==> src/rtl/sq_meas_pkg.sv <==
`default_nettype none
// ============================================================================
//  Module   : sq_meas_pkg
//  Purpose  : Shared state encoding and default sizing for the period meter.
//  Revision : 1.0
// ============================================================================
package sq_meas_pkg;

    localparam int DEF_CNT_W          = 24;
    localparam int DEF_TIMEOUT_CYCLES = 1000000;

    typedef enum logic [0:0] {
        IDLE    = 1'b0,
        MEASURE = 1'b1
    } state_t;

endpackage : sq_meas_pkg
`default_nettype wire

==> src/rtl/sq_glitch_filter.sv <==
`default_nettype none
// ============================================================================
//  Module   : sq_glitch_filter
//  Purpose  : Output level follows d only after d has held a new value for
//             FILT_LEN consecutive cycles; shorter pulses are swallowed.
//  Revision : 1.0
// ============================================================================
module sq_glitch_filter #(
    parameter int FILT_LEN = 4
) (
    input  logic clk,
    input  logic rst_n,
    input  logic d,
    output logic q
);

    localparam int            RUN_W    = (FILT_LEN > 1) ? $clog2(FILT_LEN) : 1;
    localparam logic [RUN_W-1:0] RUN_LAST = RUN_W'(FILT_LEN - 1);

    logic [RUN_W-1:0] run;

    // run counts consecutive samples disagreeing with q; any agreement restarts it
    always_ff @(posedge clk or negedge rst_n) begin
        if (!rst_n) begin
            q   <= 1'b0;
            run <= '0;
        end else if (d == q) begin
            run <= '0;
        end else if (run == RUN_LAST) begin
            q   <= d;
            run <= '0;
        end else begin
            run <= run + RUN_W'(1);
        end
    end

endmodule : sq_glitch_filter
`default_nettype wire

==> src/rtl/sq_period_meter.sv <==
`default_nettype none
// ============================================================================
//  Module   : sq_period_meter
//  Purpose  : Measures period and high time of a synchronous square wave,
//             pulses meas_valid per completed period, flags a missing signal.
//             Optional input deglitching when GLITCH_FILTER_EN is defined.
//  Revision : 1.0
// ============================================================================
module sq_period_meter
    import sq_meas_pkg::*;
#(
    parameter int CNT_W          = DEF_CNT_W,
    parameter int TIMEOUT_CYCLES = DEF_TIMEOUT_CYCLES,
    parameter int FILT_LEN       = 4
) (
    input  logic             clk,
    input  logic             rst_n,
    input  logic             sq_in,
    output logic             meas_valid,
    output logic [CNT_W-1:0] period,
    output logic [CNT_W-1:0] high_time,
    output logic             timeout,
    output logic             no_signal
);

    localparam logic [CNT_W-1:0] CNT_LAST = CNT_W'(TIMEOUT_CYCLES - 1);
    localparam logic [CNT_W-1:0] CNT_MAX  = '1;
    localparam logic [CNT_W-1:0] CNT_ONE  = CNT_W'(1);

    logic level;

`ifdef GLITCH_FILTER_EN
    sq_glitch_filter #(
        .FILT_LEN (FILT_LEN)
    ) u_glitch_filter (
        .clk   (clk),
        .rst_n (rst_n),
        .d     (sq_in),
        .q     (level)
    );
`else
    logic unused_filt_len;
    assign unused_filt_len = (FILT_LEN > 0);
    assign level           = sq_in;
`endif

    state_t           state;
    logic             s0;
    logic             s1;
    logic             rise;
    logic             fall;
    logic [CNT_W-1:0] cnt;
    logic [CNT_W-1:0] hi_cnt;
    logic [CNT_W-1:0] hi_hold;

    assign rise = s0 & ~s1;
    assign fall = ~s0 & s1;

    always_ff @(posedge clk or negedge rst_n) begin
        if (!rst_n) begin
            state      <= IDLE;
            s0         <= 1'b0;
            s1         <= 1'b0;
            cnt        <= '0;
            hi_cnt     <= '0;
            hi_hold    <= '0;
            meas_valid <= 1'b0;
            period     <= '0;
            high_time  <= '0;
            timeout    <= 1'b0;
            no_signal  <= 1'b1;
        end else begin
            s0         <= level;
            s1         <= s0;
            meas_valid <= 1'b0;
            timeout    <= 1'b0;

            case (state)
                IDLE: begin
                    cnt <= '0;
                    // first rise only opens a window; the period before it is partial
                    if (rise) begin
                        state  <= MEASURE;
                        hi_cnt <= CNT_ONE;
                    end
                end

                MEASURE: begin
                    cnt <= cnt + CNT_ONE;
                    if (s0 && (hi_cnt != CNT_MAX)) begin
                        hi_cnt <= hi_cnt + CNT_ONE;
                    end
                    if (fall) begin
                        hi_hold <= hi_cnt;
                    end

                    // a rise on the last window cycle closes the period instead of timing out
                    if (rise) begin
                        period     <= cnt + CNT_ONE;
                        high_time  <= hi_hold;
                        meas_valid <= 1'b1;
                        no_signal  <= 1'b0;
                        cnt        <= '0;
                        hi_cnt     <= CNT_ONE;
                    end else if (cnt == CNT_LAST) begin
                        state     <= IDLE;
                        timeout   <= 1'b1;
                        no_signal <= 1'b1;
                        period    <= '0;
                        high_time <= '0;
                        cnt       <= '0;
                        hi_cnt    <= '0;
                        hi_hold   <= '0;
                    end
                end

                default: begin
                    state <= IDLE;
                    cnt   <= '0;
                end
            endcase
        end
    end

endmodule : sq_period_meter
`default_nettype wire

==> config.mk <==
export PLATFORM = sky130hd
export DESIGN_NAME = sq_period_meter
export DESIGN_NICKNAME = d
export VERILOG_FILES = /design/src/rtl/sq_meas_pkg.sv /design/src/rtl/sq_glitch_filter.sv /design/src/rtl/sq_period_meter.sv
export SDC_FILE = /design/constraint.sdc
export NUM_CORES = 1
export LEC_CHECK = 0
export CORE_UTILIZATION = 45
export DETAILED_ROUTE_END_ITERATION = 6
export PLACE_DENSITY = 0.65
export SLEW_MARGIN = 10
export SYNTH_ARGS = -nofsm -noshare
export SYNTH_HDL_FRONTEND = slang
export SYNTH_SLANG_ARGS = --single-unit
==> constraint.sdc <==
create_clock -name clk -period 6.4 [get_ports clk]
set_clock_uncertainty 0.15 [all_clocks]
set_input_delay 0.64 -clock clk [delete_from_list [all_inputs] [get_ports clk]]
set_output_delay 0.64 -clock clk [all_outputs]
set_load 0.05 [all_outputs]
==> impl_metrics.env <==
export IMPL_status="finished with violations"
export IMPL_violations="DRC"
export IMPL_rows=39
export IMPL_p_per_area_nw_per_um2=331
export IMPL_dieWidth_um=112
export IMPL_synth_cell_area_um2=5480
export IMPL_timing_final_max_slew_violations=0
export IMPL_grt_pass1_vias=3944
export IMPL_cts_hold_fix_buffers=0
export IMPL_finalCritPeriodShare_pct=47.1
export IMPL_design_core_area_um2=11700
export IMPL_cp_cell_sequence="nor2b_1, nand2_1, clkinv_1, a22o_1"
export IMPL_syn_inst=483
export IMPL_yosys_cell_types_count=49
export IMPL_placed_cell_area_um2=6110
export IMPL_pin_count=54
export IMPL_port_buffers=53
export IMPL_grt_use_total_pct=20.5
export IMPL_drc=5
export IMPL_reg2reg_from="s0"
export IMPL_async_flop_share_pct=100
export IMPL_grt_first_pass_wirelength_um=20200
export IMPL_clock_sinks=126
export IMPL_synth_seq_area_share_pct=57.6
export IMPL_min_period_ns=3.01
export IMPL_cts_resized=0
export IMPL_synth_edf_count=0
export IMPL_dieHeight_um=112
export IMPL_grt_max_degree=81
export IMPL_cts_tree="built"
export IMPL_drt_pass1_iter_count=7
export IMPL_worst_pin_slew_ns=1.00
export IMPL_hold_viol=0
export IMPL_slew_headroom_pct=33.3
export IMPL_synthFlopType="dfrtp_1"
export IMPL_gp_congestion=0.817
export IMPL_vias_per_cell=5.77
export IMPL_fin_util_pct=57.5
export IMPL_antenna_cells=0
export IMPL_insertion_delay_ns=0.41
export IMPL_start_util_pct=47.0
export IMPL_max_stage_delay_ns=0.90
export IMPL_drt_total_wl_um=11800
export IMPL_vdd_drop_max_v=0.000201
export IMPL_root_buffer="clkbuf_16"
export IMPL_drtIter0Drc=267
export IMPL_final_common_cell="dfrtp_1"
export IMPL_post_drt_wl_per_cell_um=17.1
export IMPL_worstPathRequired_ns=6.54
export IMPL_slowest_stage="clkinv_1"
export IMPL_endpoint_kind="flip-flop"
export IMPL_start_kind="flip-flop"
export IMPL_synth_area_per_cell_um2=11.3
export IMPL_vias=3973
export IMPL_crit_path_max_fanout=26
export IMPL_crit_arrival_ns=3.15
export IMPL_rsz0062_at_grt="false"
export IMPL_dieArea_um2=12600
export IMPL_final_layout_size_suffix_gt1_share_pct=8.26
export IMPL_rr_worst_depth=4
export IMPL_dpl_hpwl_um=7600
export IMPL_nFillCells=993
export IMPL_multi_input_area_um2=2200
export IMPL_place_ws_ns=3.41
export IMPL_clkSlewWorstSetupHoldPaths_ns=0.06
export IMPL_area_growth_syn_to_layout_pct=22.5
export IMPL_cap_violations=0
export IMPL_layout_common_cells="125 x dfrtp_1, 52 x clkdlybuf4s50_1, 48 x nor2_1"
export IMPL_hold_path_class="in2async"
export IMPL_p_leak_nw=3.16
export IMPL_grt_overflow=0
export IMPL_yosys_warnings=0
export IMPL_timing_rr_end="period[1]"
export IMPL_fmax_mhz=332
export IMPL_postCtsSetupBuffers=0
export IMPL_setup_ws_ns=3.39
export IMPL_antenna_found_initial=0
export IMPL_cts_buffers=17
export IMPL_final_area_um2=6710
export IMPL_path_class="reg2reg"
export IMPL_syn_nets=488
export IMPL_setup_viol=0
export IMPL_r2r_slack_ns=3.39
export IMPL_fin_setup_tns_ns=0
export IMPL_antenna_left=0
export IMPL_synth_seq_cells=126
export IMPL_register_area_um2=3150
export IMPL_h_tree_depth=4
export IMPL_nNetsFinal=537
export IMPL_cts_buffer_depth=2
sequential cells by signal, indices dropped and copies added, names as in the netlist:
register / count
s0: 1
state: 1
no_signal: 1
hi_cnt: 24
high_time: 24
cnt: 24
period: 24
s1: 1
meas_valid: 1
hi_hold: 24
timeout: 1
worst max-delay path, delay by kind of cell (launching register included):
kind,cells,cell delay [ns]
AOI/OAI and AO/OA,1,0.48
DFF,1,0.46
buffers and inverters,1,0.90
and+or+nand+nor,2,0.90
worst max path at each step:
stage               startpoint  slack (ns)            end
floorplan               cnt[0]        4.16     hi_cnt[12]
finish                      s0        3.39      period[1]
CTS                         s0        3.38  high_time[22]
global route                s0        3.08   high_time[7]
global placement            s0        3.46   high_time[0]
detailed placement          s0        3.41  high_time[11]
synthesized netlist by cell type (2+ instances only):
cell,instances,area [um^2]
mux2i_1,17,170
clkbuf_1,15,56.3
buf_2,11,55.1
or3_1,4,25.0
o31ai_1,5,37.5
o211ai_1,2,15.0
o21ai_1,2,10.0
xor2_1,15,131
o21ai_0,10,50.1
nand3_1,19,95.1
nor2_1,48,180
and3_1,16,100
nand2_1,22,82.6
a211o_1,8,70.1
o32ai_1,2,17.5
a21o_1,14,105
inv_1,3,11.3
o22ai_1,9,56.3
and4_1,5,43.8
o2bb2ai_1,23,201
and2_1,3,18.8
nor2b_1,2,12.5
nor3_1,11,55.1
a31o_2,2,17.5
or4_1,6,45.0
nand2b_1,4,25.0
a22o_1,32,280
xnor2_1,7,61.3
dfrtp_1,125,3130
nor4_1,6,37.5
nand4_1,15,93.8
ha_1,2,25.0
a21oi_1,2,10.0
cell type report:
cell class,instances,share of cell area [%]
Multi-Input combinational cell,326,32.8
Sequential cell,126,47.0
Timing Repair Buffer,57,8.31
Clock inverter,11,2.09
Clock buffer,21,6.86
Inverter,4,0.224
Tap cell,143,2.67
power breakdown:
group / internal (mW) / switching [mW]
clock network: 0.630 / 0.339
logic: 0.114 / 0.194
registers: 0.870 / 0.0747
cells by family after synthesis:
logic type | share of synthesized area (%)
AO/OA/AOI/OAI | 16.8
AND/OR/NAND/NOR | 16.1
buffers and inverters | 2.38
multiplexers | 3.11
flip-flops | 57.6
adder cells (fa/ha/maj) | 0.457
XOR/XNOR | 3.52
per-layer routing:
metal  vias to the layer above  GRT usage [%]  share of wire [%]
met4                         0           8.53               0.82
met1                      1952           30.3                 52
met5                         -              0                  0
met3                         7           4.05                4.1
met2                        98           29.7                 43
li1                       1916              -                  -
stage by stage:
stage                     std cells  total power [mW]  hold WS (ns)
after global routing            688              2.31         0.340
after floorplan                 483              1.15         0.194
after detailed placement        656              1.27         0.323
after CTS                       688              2.24         0.288
after global placement          656              1.26         0.327
final                           688              2.22         0.250
Note: power is estimated with default switching activity, not from simulation.
